$ cat config.mk
export PLATFORM = sky130hd
export DESIGN_NAME = relu_backward_mask
export DESIGN_NICKNAME = d
export VERILOG_FILES = /design/src/rtl/relu_pkg.sv /design/src/rtl/relu_mask_fifo.sv /design/src/rtl/relu_backward_mask.sv
export SDC_FILE = /design/constraint.sdc
export NUM_CORES = 1
export LEC_CHECK = 0
export CORE_MARGIN = 2
export CORE_UTILIZATION = 45
export DETAILED_ROUTE_END_ITERATION = 10
export GPL_TIMING_DRIVEN = 0
export PLACE_DENSITY_LB_ADDON = 0.05
export SYNTH_ARGS = -nofsm -noshare
export SYNTH_HDL_FRONTEND = slang
export SYNTH_SLANG_ARGS = --single-unit
$ cat constraint.sdc
create_clock -name clk -period 3.6 [get_ports clk]
set_clock_uncertainty 0.05 [all_clocks]
set_input_delay 0.72 -clock clk [delete_from_list [all_inputs] [get_ports clk]]
set_output_delay 0.72 -clock clk [all_outputs]
set_load 0.03 [all_outputs]
$ cat src/rtl/relu_pkg.sv
// -----------------------------------------------------------------------------
// relu_pkg
// Shared definitions for the ReLU forward stage and its backward-pass mask.
//   DEFAULT_DATA_W : default activation / gradient width (two's complement)
//   act_t          : signed activation type of the default width
//   relu_mask()    : 1 when the forward stage passes the value through
//                    (non-negative, including zero), 0 when it zeroes it
// -----------------------------------------------------------------------------
package relu_pkg;

    localparam int DEFAULT_DATA_W = 16;

    typedef logic signed [DEFAULT_DATA_W-1:0] act_t;

    // Only the sign matters: zero passes through the forward stage, so it
    // must map to mask 1 here as well.
    function automatic logic relu_mask(input act_t act);
        return ~act[DEFAULT_DATA_W-1];
    endfunction

endpackage

$ cat src/rtl/relu_mask_fifo.sv
// -----------------------------------------------------------------------------
// relu_mask_fifo
// 1-bit-wide synchronous FIFO holding one ReLU mask bit per forward sample.
// Ports:
//   clk        rising-edge clock
//   rst        synchronous active-high reset (clears pointers and count)
//   flush      synchronous clear, same effect as rst on the control state
//   push       write push_mask at the tail (ignored when full)
//   push_mask  mask bit to store
//   pop        advance the head (ignored when empty)
//   pop_mask   mask bit at the head, valid whenever !empty
//   full       count == DEPTH
//   empty      count == 0
//   count      number of stored, unconsumed bits
// DEPTH must be a power of two (>= 2) so the pointers wrap naturally.
// -----------------------------------------------------------------------------
module relu_mask_fifo #(
    parameter int DEPTH = 64,
    parameter int CNT_W = $clog2(DEPTH) + 1
) (
    input  logic             clk,
    input  logic             rst,
    input  logic             flush,
    input  logic             push,
    input  logic             push_mask,
    input  logic             pop,
    output logic             pop_mask,
    output logic             full,
    output logic             empty,
    output logic [CNT_W-1:0] count
);

    localparam int               PTR_W      = $clog2(DEPTH);
    localparam logic [CNT_W-1:0] FULL_COUNT = CNT_W'(DEPTH);

    logic [DEPTH-1:0] mem;
    logic [PTR_W-1:0] wr_ptr;
    logic [PTR_W-1:0] rd_ptr;
    logic [CNT_W-1:0] count_q;
    logic             do_push;
    logic             do_pop;

    assign full     = (count_q == FULL_COUNT);
    assign empty    = (count_q == '0);
    assign count    = count_q;
    assign pop_mask = mem[rd_ptr];

    assign do_push  = push && !full;
    assign do_pop   = pop && !empty;

    // NOTE: storage has no reset; stale bits are never visible because the
    // count gates every read, and leaving it unreset keeps it a plain RAM.
    always_ff @(posedge clk) begin
        if (do_push) begin
            mem[wr_ptr] <= push_mask;
        end
    end

    // Occupancy comes from count_q, not from comparing pointers, so equal
    // pointers are unambiguous (either empty or full).
    always_ff @(posedge clk) begin
        if (rst || flush) begin
            wr_ptr  <= '0;
            rd_ptr  <= '0;
            count_q <= '0;
        end else begin
            if (do_push) begin
                wr_ptr <= wr_ptr + 1'b1;
            end
            if (do_pop) begin
                rd_ptr <= rd_ptr + 1'b1;
            end
            case ({do_push, do_pop})
                2'b10:   count_q <= count_q + 1'b1;
                2'b01:   count_q <= count_q - 1'b1;
                default: count_q <= count_q;
            endcase
        end
    end

endmodule

$ cat src/rtl/relu_backward_mask.sv
// -----------------------------------------------------------------------------
// relu_backward_mask
// Backward-pass partner of the ReLU stage. Forward samples leave one mask bit
// each in a FIFO; each incoming gradient is paired with the oldest bit and is
// forwarded unchanged (bit 1) or replaced by zero (bit 0).
// Ports:
//   clk, rst             rising-edge clock, synchronous active-high reset
//   flush                synchronous clear of stored masks and output stage
//   fwd_valid/ready/data forward pre-activation stream (sign bit used only)
//   grad_in_valid/ready/data  upstream gradient stream
//   grad_out_valid/ready/data masked gradient stream, registered output
//   mask_count           number of stored, unconsumed mask bits
// -----------------------------------------------------------------------------
module relu_backward_mask
    import relu_pkg::*;
#(
    parameter int DATA_W = DEFAULT_DATA_W,
    parameter int DEPTH  = 64
) (
    input  logic                  clk,
    input  logic                  rst,
    input  logic                  flush,
    input  logic                  fwd_valid,
    output logic                  fwd_ready,
    input  logic [DATA_W-1:0]     fwd_data,
    input  logic                  grad_in_valid,
    output logic                  grad_in_ready,
    input  logic [DATA_W-1:0]     grad_in_data,
    output logic                  grad_out_valid,
    input  logic                  grad_out_ready,
    output logic [DATA_W-1:0]     grad_out_data,
    output logic [$clog2(DEPTH):0] mask_count
);

    localparam int CNT_W = $clog2(DEPTH) + 1;

    logic fwd_mask;
    logic head_mask;
    logic full;
    logic empty;
    logic push;
    logic pop;

    // Reuse the forward stage's sign test whenever the widths line up.
    generate
        if (DATA_W == DEFAULT_DATA_W) begin : g_pkg_mask
            assign fwd_mask = relu_mask(act_t'(fwd_data));
        end else begin : g_sign_mask
            assign fwd_mask = ~fwd_data[DATA_W-1];
        end
    endgenerate

    // No pass-through when full and no bypass when empty: readiness depends
    // only on the registered occupancy, never on the other stream's handshake.
    assign fwd_ready     = !full && !flush && !rst;
    assign grad_in_ready = !empty && !flush && !rst
                           && (!grad_out_valid || grad_out_ready);

    assign push = fwd_valid && fwd_ready;
    assign pop  = grad_in_valid && grad_in_ready;

    relu_mask_fifo #(
        .DEPTH (DEPTH),
        .CNT_W (CNT_W)
    ) u_fifo (
        .clk       (clk),
        .rst       (rst),
        .flush     (flush),
        .push      (push),
        .push_mask (fwd_mask),
        .pop       (pop),
        .pop_mask  (head_mask),
        .full      (full),
        .empty     (empty),
        .count     (mask_count)
    );

    // NOTE: sequential state uses non-blocking assignments so every register
    // samples the pre-edge values regardless of statement order.
    // Flush drops a pending beat but keeps the data; only rst zeroes it.
    always_ff @(posedge clk) begin
        if (rst) begin
            grad_out_valid <= 1'b0;
            grad_out_data  <= '0;
        end else if (flush) begin
            grad_out_valid <= 1'b0;
        end else if (pop) begin
            grad_out_valid <= 1'b1;
            grad_out_data  <= head_mask ? grad_in_data : '0;
        end else if (grad_out_ready) begin
            grad_out_valid <= 1'b0;
        end
    end

endmodule

# Word-level counts from Yosys, hierarchy flattened
# Cells that the tools add are included.
dict set report word_totals {
  wordCells 49
  out_inout_bits 26
  ramBits 0
  latch_bits 0
  rom_bits 0
  register_bits 100
  in_bits 38
  n_memories 0
}
dict set report op_classes {
  mul 0
  n_reduce_logical 22
  n_mux 9
  n_eq_ne 3
  add_sub_neg 4
  bitwise 2
  order_cmp 3
  shift 0
  div_mod_pow 0
}
# op n
set op_table {}
lappend op_table {{$bwmux W64} 1}
lappend op_table {{$mux W16} 1}
lappend op_table {{$lt A6 B7 Y1 const B} 2}
lappend op_table {{$pmux W7 S2} 1}
lappend op_table {{$add A6 B1 Y6 const B} 2}
lappend op_table {{$logic_and A1 B1 Y1} 10}
lappend op_table {{$add A7 B1 Y7 const B} 1}
lappend op_table {{$eq A7 B7 Y1 const B} 1}
lappend op_table {{$logic_not A7 Y1} 1}
lappend op_table {{$sub A7 B1 Y7 const B} 1}
lappend op_table {{$bmux W1 S6} 1}
lappend op_table {{$demux W1 S6} 1}
lappend op_table {{$ge A6 B1 Y1 const B} 1}
lappend op_table {{$logic_not A1 Y1} 5}
lappend op_table {{$mux W1} 4}
lappend op_table {{$reduce_bool A2 Y1} 2}
lappend op_table {{$eq A2 B1 Y1 const B} 1}
lappend op_table {{$eq A2 B2 Y1 const B} 1}
lappend op_table {{$logic_or A1 B1 Y1} 2}
lappend op_table {{$not A1 Y1} 2}
lappend op_table {{$reduce_and A2 Y1} 1}
lappend op_table {{$reduce_or A2 Y1} 1}

# Logic depth before layout (Yosys ltp)
# Gate-level depths: netlist of run 1.
dict set report depth {
  word_depth 9
  ltp_mapped 11
  ltp_nobuf 10
}

# Cells and area by module
# Synthesis of run 1 repeated with hierarchy kept, for this count alone.
dict set report hier_totals {
  hier_cells 409
  hier_area_um2 4668.2
}
# module seq_area_each_um2 cells_each instances area_per_inst_um2
set modules_own_cells {}
lappend modules_own_cells {relu_mask_fifo 2302.2 323 1 3932.5}
lappend modules_own_cells {relu_backward_mask 340.3 86 1 735.7}

# Worst setup path after synthesis of run 1
# OpenSTA, ideal clock, no wires.
dict set report synth_timing {
  path_kind {input -> register}
  startpoint {in flush}
  endpoint {reg u_fifo.count_q[5] (netlist: u_fifo.count[5])}
  setup_slack_ps 255
  setup_time_ps 79
  t_arrival_ps 3216
  t_required_ps 3471
  n_path_buf 0
  cell_stages 9
  cell_sequence {or3b_1 > a311oi_4 > ha_1 > ha_1 > a21o_1 > a21oi_1 > o21bai_1 > a2111o_1 > o211ai_1}
}
dict set report synth_between {
  elab_chain_len 8
  word_cells_on_any_way 15
  cone_classes {2 x eq/ne; 1 x mux; 12 x reduce/logical}
}
# item line_no
set synth_lines {}
lappend synth_lines {{from (decl)} relu_backward_mask.sv:22} ;# input logic flush,
lappend synth_lines {{$logic_not A1 Y1 (*)} relu_backward_mask.sv:56} ;# assign grad_in_ready = !empty && !flush && !rst
lappend synth_lines {{$logic_and A1 B1 Y1 (*) (2 in a row)} relu_backward_mask.sv:56}
lappend synth_lines {{$logic_and A1 B1 Y1 (*)} relu_backward_mask.sv:57} ;# && (!grad_out_valid || grad_out_ready);
lappend synth_lines {{$logic_and A1 B1 Y1 (*)} relu_backward_mask.sv:60} ;# assign pop = grad_in_valid && grad_in_ready;
lappend synth_lines {{$logic_and A1 B1 Y1 (*)} relu_mask_fifo.sv:49} ;# assign do_pop = pop && !empty;
lappend synth_lines {{via u_fifo.do_pop} relu_mask_fifo.sv:41} ;# logic do_pop;
lappend synth_lines {{$eq A2 B1 Y1 / $eq A2 B2 Y1 (equally long branches)} relu_mask_fifo.sv:73} ;# case ({do_push, do_pop})
lappend synth_lines {{$pmux W7 S2 / $reduce_bool A2 Y1 (equally long branches)} n/a}
lappend synth_lines {{to (signal assigned)} relu_mask_fifo.sv:74} ;# 2'b10: count_q <= count_q + 1'b1;
lappend synth_lines {{to (signal assigned)} relu_mask_fifo.sv:75} ;# 2'b01: count_q <= count_q - 1'b1;
lappend synth_lines {{to (signal assigned)} relu_mask_fifo.sv:76} ;# default: count_q <= count_q;
lappend synth_lines {{to (decl)} relu_mask_fifo.sv:39} ;# logic [CNT_W-1:0] count_q;
# Mark *: on every way through the listed nets, which the timed path passes. The rest lies on a longest branch.
# A chain may end at the register's enable or synchronous reset.

# Worst setup path in the final report of run 1
dict set report layout_timing {
  startpoint {in flush}
  endpoint {out fwd_ready}
}
dict set report layout_between {
  elab_chain_len 3
}
# item line_no
set layout_lines {}
lappend layout_lines {{$logic_not A1 Y1} relu_backward_mask.sv:55} ;# assign fwd_ready = !full && !flush && !rst;
lappend layout_lines {{$logic_and A1 B1 Y1 (2 in a row)} relu_backward_mask.sv:55}
lappend layout_lines {{to (decl)} relu_backward_mask.sv:24} ;# output logic fwd_ready,
# No other way between the ends.

==> impl_metrics.ini, run 1 <==
[pwr]
powerDensity_nw_per_um2 = 354
power_leakage_nw = 1.85
power_mw = 1.98
irDropWorstVdd_mv = 0.193

[yosys]
ys_warn_count = 0
synth_ff_type = edfxtp_1
yosysTopAreaCell = edfxtp_1
synth_nets = 465
synthTopCellsByArea = edfxtp_1 (41%), dfxtp_1 (15%), nor2_1 (7.2%)
synth_cells = 418
synth_most_common_cell = nor2_1
yosys-top-cells-count = nor2_1 (90), edfxtp_1 (64), nand2_1 (47), dfxtp_1 (36), inv_1 (26)
synth_edf_count = 64
synth_top_area_frac = 0.408
synth.distinct_cells = 48
yosysSeqAreaShare = 0.560
async_flop_share = 0
synth_area_um2 = 4720
syn_area_per_cell_um2 = 11.3
ys_seq_elements = 100

[detailed_routing]
vias_per_cell = 5.24
drt_iter0_markers = 133
drc = 0
wl_per_cell_um = 16.3
ant_nets = 0
routed-via-count = 3249
firstDrtPassIters = 4
routed_wl_um = 10100

[timing]
slew_viol_final = 0
fin_setup_tns_ps = 0
max_freq_mhz = 289
setup_ws_ps = 143
fin_hold_ws_ps = 423
worst_pin_slew_ps = 879
slew_headroom = 0.413
finalSetupViolCount = 0
post-route-period-util = 0.960
hold_viol_final = 0
min_period_ps = 3460
rsz0062_at_grt = false

[die]
dieWidth_um = 106
die_y_um = 106
core_um2 = 10200
io_pins = 64
start_util = 0.461
num_rows = 37
die_area_um2 = 11300

[global_route]
grt_pass1_wl_um = 16900
antenna_found_initial = 0
grt_util_all_layers = 0.194
grt_max_degree = 65
grt_overflow_total = 0
grt_pass1_vias = 3238

[place]
pre_cts_ws_ps = -580
place_hpwl_um = 6850
place.gp.congestion = 0.776
portBuffers = 48
place_inst = 602

[final_layout]
area_delta_synth_final_pct = 18.7
final_cells = 620
n_antenna_cell = 0
fin_nets = 526
drive_above_1_share = 0.138

[setup_path]
r2r_cells = 11
critPathRequiredTime_ps = 2830
crit_cells = 5
start_kind = input pin
crit_family = buffers and inverters
cpPeakStageDelay_ps = 690
crit_type = input pin to output pin
cpMaxStageDelayCell = clkdlybuf4s50_1
worstPathArrival_ps = 2690
cp-end-kind = output pin
crit_top_cell = clkdlybuf4s50_1
crit_fanout = 10
crit_chain = clkdlybuf4s50_1, or2_2, clkbuf_1, a31oi_1, clkdlybuf4s50_1
path_buf_inv = 3

[clock_tree]
root_buffer = clkbuf_8
cts_num_sinks = 100
htree_levels = 3
clock_latency_ps = 360
cts_tree = done
clk_pin_slew_ps = 100
max-clock-path-buffers = 2
cts_inserted_buffers = 9

[run_status]
status = finished, final reports clean

[min_path]
hold_path.class = register to register
whs_path_depth = 2

[job]
maxCapViolCount = 0
registers in the layout (all words and copies together), names as in the netlist:
signal,count
u_fifo.mem,64
u_fifo.rd_ptr,6
u_fifo.count,7
grad_out_valid,1
u_fifo.wr_ptr,6
grad_out_data,16
cells by family after synthesis:
kind of cell / share of synthesized area
mux: 0.0907
compound gates: 0.0937
flops: 0.560
fa+ha+maj: 0.0255
simple gates: 0.162
xor+xnor: 0.0241
buf+inv: 0.0432
tightest hold or removal path, cell delays in order (launching register included):
cell and delay, ps:
dfxtp_1 340, nand2_1 60, o221ai_2 50
per-stage QoR:
step                utilization  area [um2]
floorplan                     -        4720
global placement          0.525        5370
detailed placement        0.525        5370
CTS                       0.543        5560
global route              0.547        5600
finish                    0.547        5600
cells in the final DEF, fill, tap and decap left out, types with 3 or more instances in the layout:
cell type / instances
nor2_1: 90
edfxtp_1: 64
clkdlybuf4s50_1: 48
nand2_1: 47
dfxtp_1: 36
inv_1: 25
nand3_1: 11
mux4_2: 11
o221ai_2: 10
clkbuf_1: 9
mux2i_1: 9
clkbuf_8: 9
mux2_2: 8
xor2_1: 7
ha_1: 7
buf_4: 6
o221ai_1: 6
xnor2_1: 6
nor2b_1: 4
nand3b_1: 4
nand4_1: 4
a221oi_1: 4
o211ai_1: 4
buf_1: 3
or3_1: 3
a31oi_1: 3
buf_2: 3
a21oi_1: 3
final timing paths:
check                                  from                             end  slack [ps]
max                                   flush                       fwd_ready         140
min          grad_out_data[11]$_SDFFE_PP0P_  grad_out_data[11]$_SDFFE_PP0P_         420
max reg2reg    u_fifo.count[0]$_SDFFE_PP0P_    u_fifo.count[5]$_SDFFE_PP0P_         420
min reg2reg  grad_out_data[11]$_SDFFE_PP0P_  grad_out_data[11]$_SDFFE_PP0P_         420
area by class of cell:
class / instances / area, um2
clock buffers: 9 / 124
repair buffers: 50 / 495
flip-flops and latches: 100 / 2640
inverters: 26 / 97.6
fillers: 939 / 4630
multi-input cells: 271 / 1900
clock inverters: 7 / 60.1
plain buffers: 21 / 113
well taps: 136 / 170
layer usage:
metal	GRT usage	vias to the layer above	wire length, um
li1	-	1625	-
met1	0.262	1555	4840
met2	0.323	60	4820
met3	0.0337	9	346
met4	0.0526	0	107
met5	0	-	0
report_power, final:
group | total (mW) | internal (mW) | switching, mW | leakage (nW)
Combinational | 0.0812 | 0.0359 | 0.0454 | 0.894
Clock | 0.682 | 0.262 | 0.420 | 0.0892
Sequential | 1.22 | 1.22 | 0.00173 | 0.865
Total | 1.98 | 1.52 | 0.467 | 1.85
what timing repair did:
action | in CTS | in global routing
pin swaps | 1 | 1
buffers inserted | 0 | 2
resized for setup | 3 | 6
endpoints found under the hold margin | 0 | 0
hold buffers | 0 | 0
endpoints found under the setup margin | 2 | 2
Power figures use the tool's default switching activity.
==> run 2: changes to the inputs <==
Settings changed: CORE_UTILIZATION 45 to 50.
Clock period 3.6 ns to 2.8 ns, I/O delays scaled along.
==> impl_metrics.ini, run 2 (synthesis gave the netlist of run 1 again) <==
[final_layout]
regMostFlops = u_fifo.mem
seq_area_um2 = 2650
multiInputGateArea_um2 = 1970
fillers = 770
fin_nets = 534
layout_commonest_cell = nor2_1
area_delta_synth_final_pct = 22.1
n_antenna_cell = 0
final_cell_mix = nor2_1 (90), edfxtp_1 (64), nand2_1 (47)
fin_area_um2 = 5760
largest_reg_flops = 64
drive_above_1_share = 0.171

[global_route]
grt_pass1_vias = 3484
grt_max_degree = 38
grt_overflow_total = 0
grt_util_all_layers = 0.219
grt_pass1_wl_um = 17100
antenna_found_initial = 0

[clock_tree]
cts_num_sinks = 100
clock_latency_ps = 360
htree_levels = 3
clk_pin_slew_ps = 100
max-clock-path-buffers = 2
root_buffer = clkbuf_8
cts_tree = done
cts_inserted_buffers = 9

[run_status]
status = finished, final reports clean

[place]
place.gp.congestion = 0.786
dpl_cell_area_um2 = 5420
place_hpwl_um = 7070
portBuffers = 48

[min_path]
min-delay-start = grad_out_data[6]$_SDFFE_PP0P_
whs_path_depth = 2
whs_endpoint = grad_out_data[6]$_SDFFE_PP0P_
hold_path.class = register to register

[detailed_routing]
firstDrtPassIters = 4
drt_iter0_markers = 235
routed-via-count = 3384
drc = 0
vias_per_cell = 5.61
routed_wl_um = 10200
wl_per_cell_um = 16.9
ant_nets = 0

[timing]
min_period_ps = 2710
slew_headroom = 0.458
fin_setup_tns_ps = 0
worst_pin_slew_ps = 812
max_freq_mhz = 368
slew_viol_final = 0
finalSetupViolCount = 0
post-route-period-util = 0.970
hold_viol_final = 0

[pwr]
power_mw = 2.71
power_frac_seq = 0.578
irDropWorstVdd_mv = 0.286
powerDensity_nw_per_um2 = 471
p_int_mw = 2.13
clockPowerShare = 0.381
p_sw_mw = 0.584
netSwitchingFraction = 0.215
power_leakage_nw = 1.93
p_comb_frac = 0.041

[setup_path]
r2r_setup_slack_ps = 110
worstPathArrival_ps = 2960
r2r-end = u_fifo.count[6]$_SDFFE_PP0P_
crit_type = input pin to register
reg2reg_from = u_fifo.count[1]$_SDFFE_PP0P_
r2r_cells = 12
critPathRequiredTime_ps = 3040
start_kind = input pin
crit_fanout = 5
cp-end-kind = register

[die]
core_um2 = 9200
die_y_um = 101
io_pins = 64
num_rows = 35
dieWidth_um = 101
start_util = 0.513
die_area_um2 = 10200

[job]
maxCapViolCount = 0
## run 2: cell types whose count changed in the layout (fill, tap and decap cells not counted), sizes merged, moves of 2 or more
| cell | change |
|---|---|
| clkinvlp | -2 |
| bufinv | +2 |
| buf | +9 |
| dlygate4sd2 | +4 |
| clkdlybuf4s50 | -4 |
## run 2: through the flow
| step | cells | util | setup slack [ps] | hold WS, ps |
|---|---|---|---|---|
| after CTS | 602 | 0.622 | 23.1 | 428 |
| after floorplan | 418 | - | -59.7 | 443 |
| final | 603 | 0.626 | 85.3 | 425 |
| after global placement | 577 | 0.586 | -769 | 396 |
| after detailed placement | 578 | 0.589 | -840 | 403 |
| after global routing | 603 | 0.626 | -17.5 | 454 |
## run 2: power by group through the flow
stage	clock network (mW)	logic (mW)	registers, mW
floorplan	0	0.0472	1.60
global placement	0	0.102	1.60
detailed placement	0	0.111	1.60
CTS	1.05	0.112	1.57
global route	1.11	0.123	1.57
finish	1.03	0.112	1.57
## run 2: how the worst max path moves through the flow
stage / start / end / slack [ps] / cells after the start
after floorplan: flush / u_fifo.count[5]$_SDFFE_PP0P_ / -60 / 9
after global placement: flush / u_fifo.count[5]$_SDFFE_PP0P_ / -770 / 10
after detailed placement: flush / u_fifo.count[6]$_SDFFE_PP0P_ / -840 / 10
after CTS: u_fifo.count[1]$_SDFFE_PP0P_ / grad_in_ready / 20 / 4
after global routing: u_fifo.count[1]$_SDFFE_PP0P_ / u_fifo.count[6]$_SDFFE_PP0P_ / -20 / 12
final: fwd_valid / u_fifo.count[6]$_SDFFE_PP0P_ / 90 / 12
## run 2: per-layer routing
| layer | up-vias | wire length (um) | GRT usage |
|---|---|---|---|
| li1 | 1632 | - | - |
| met1 | 1656 | 4720 | 0.292 |
| met2 | 77 | 4880 | 0.359 |
| met3 | 19 | 422 | 0.0458 |
| met4 | 0 | 172 | 0.0717 |
| met5 | - | 0 | 0 |
## run 2: cell type report
cell class,count,share of cell area
Buffer,21,0.0189
Clock buffer,9,0.0215
Clock inverter,7,0.0170
Timing Repair Buffer,58,0.0991
Inverter,26,0.0170
Sequential cell,100,0.460
Multi-Input combinational cell,271,0.342
Tap cell,111,0.0241
## run 2: repair_timing
item | CTS | global route
hold buffers | 0 | 0
setup buffers | 8 | 1
endpoints found under the setup margin | 15 | 3
gates resized for setup | 8 | 8
pin swaps | 8 | 4
## run 2: critical path, stage by stage
cell	delay, ps
clkdlybuf4s50_1	450
inv_1	40
a311oi_2	260
buf_4	160
inv_1	60
ha_4	190
buf_4	160
buf_4	150
ha_1	300
nand2b_1	90
o311ai_2	310
mux2i_1	210
==> run 3: changes to the inputs <==
Settings changed: CAP_MARGIN from default to 20, SKIP_LAST_GASP from default to 1, SLEW_MARGIN from default to 20.
==> impl_metrics.ini, run 3 (synthesis gave the netlist of run 1 again) <==
[setup_path]
path_buf_inv = 4
start_kind = input pin
critPathRequiredTime_ps = 3040
cpMaxStageDelayCell = clkdlybuf4s50_1
crit_fanout = 6
r2r_setup_slack_ps = 140
crit_type = input pin to register
crit_family = compound AO/OA/AOI/OAI gates
reg2reg_from = u_fifo.count[1]$_SDFFE_PP0P_
r2r_cells = 12
cpPeakStageDelay_ps = 450
cp-end-kind = register
r2r-end = u_fifo.count[6]$_SDFFE_PP0P_
crit_chain = clkdlybuf4s50_1, inv_1, a311oi_2, buf_4, inv_1, ha_4, ha_4, a21o_1, a21oi_4, o21a_1, o311ai_2, mux2i_1
worstPathArrival_ps = 2930

[detailed_routing]
routed_wl_um = 10100
routed-via-count = 3325
drt_iter0_markers = 267
ant_nets = 0
drc = 0
firstDrtPassIters = 4
vias_per_cell = 5.51
wl_per_cell_um = 16.8

[clock_tree]
max-clock-path-buffers = 2
cts_inserted_buffers = 9
htree_levels = 3
cts_num_sinks = 100
root_buffer = clkbuf_8
clk_pin_slew_ps = 90
cts.hold.buffers_added = 0
clock_latency_ps = 360
cts_tree = done

[timing]
finalSetupViolCount = 0
min_period_ps = 2690
fin_setup_tns_ps = 0
max_freq_mhz = 371
slew_headroom = 0.408
fin_hold_ws_ps = 424
slew_viol_final = 0
hold_viol_final = 0
setup_ws_ps = 106
rsz0062_at_grt = false
post-route-period-util = 0.962
worst_pin_slew_ps = 886

[die]
io_pins = 64
num_rows = 35
core_um2 = 9200
dieWidth_um = 101
start_util = 0.513
die_area_um2 = 10200
die_y_um = 101

[pwr]
powerDensity_nw_per_um2 = 439
power_leakage_nw = 1.89
irDropWorstVdd_mv = 0.249
power_mw = 2.50

[final_layout]
drive_above_1_share = 0.175
n_antenna_cell = 0
area_delta_synth_final_pct = 20.6
fin_nets = 534
regMostFlops = u_fifo.mem
final_core_utilization = 0.619
final_cell_mix = nor2_1 (89), edfxtp_1 (64), nand2_1 (47)
largest_reg_flops = 64
layout_commonest_cell = nor2_1

[min_path]
whs_path_depth = 2
whs_endpoint = grad_out_data[10]$_SDFFE_PP0P_
min-delay-start = grad_out_data[10]$_SDFFE_PP0P_
hold_path.class = register to register

[run_status]
status = finished, final reports clean

[global_route]
grt_max_degree = 65
grt_pass1_wl_um = 16700
grt_util_all_layers = 0.215
grt_pass1_vias = 3440
grt_overflow_total = 0
antenna_found_initial = 0

[place]
portBuffers = 48
place_hpwl_um = 6970
pre_cts_ws_ps = -848
place.gp.congestion = 0.786

[job]
maxCapViolCount = 0
[run 3: tightest hold or removal path: stages (launching register included)]
cell,delay (ps)
dfxtp_1,340
nand2_1,60
o221ai_2,50
[run 3: layout make-up]
cell class	count	area [um2]
repair buffers	58	551
clock inverters	6	40.0
inverters	26	97.6
clock buffers	10	128
well taps	111	139
flip-flops and latches	100	2650
plain buffers	21	110
multi-input cells	271	1970
fillers	769	3510
[run 3: how the worst max path moves through the flow]
stage | endpoint | from | cells after the start
finish | u_fifo.count[6]$_SDFFE_PP0P_ | fwd_valid | 12
global route | u_fifo.count[5]$_SDFFE_PP0P_ | fwd_valid | 12
CTS | grad_in_ready | u_fifo.count[1]$_SDFFE_PP0P_ | 4
detailed placement | u_fifo.count[6]$_SDFFE_PP0P_ | flush | 10
global placement | u_fifo.count[5]$_SDFFE_PP0P_ | flush | 10
floorplan | u_fifo.count[5]$_SDFFE_PP0P_ | flush | 9
[run 3: through the flow]
step,instance area (um2),instances
after floorplan,4770,418
after global placement,5390,577
after detailed placement,5390,577
after CTS,5660,602
after global routing,5690,603
final,5690,603
[run 3: timing repair]
item / in CTS / in global routing
resized for setup: 9 / 10
setup buffers: 9 / 1
endpoints found under the setup margin: 8 / 5
pin swaps: 8 / 4
[run 3: power by group]
part / leakage, nW / internal [mW] / switching (mW)
registers: 0.867 / 1.57 / 0.00250
logic: 0.943 / 0.0474 / 0.0603
clock network: 0.0842 / 0.324 / 0.497
[run 3: layer usage]
metal  share of wire  GRT usage
met2            0.49      0.365
met5               0          0
met1            0.45      0.283
met3           0.045     0.0340
met4          0.0086     0.0748
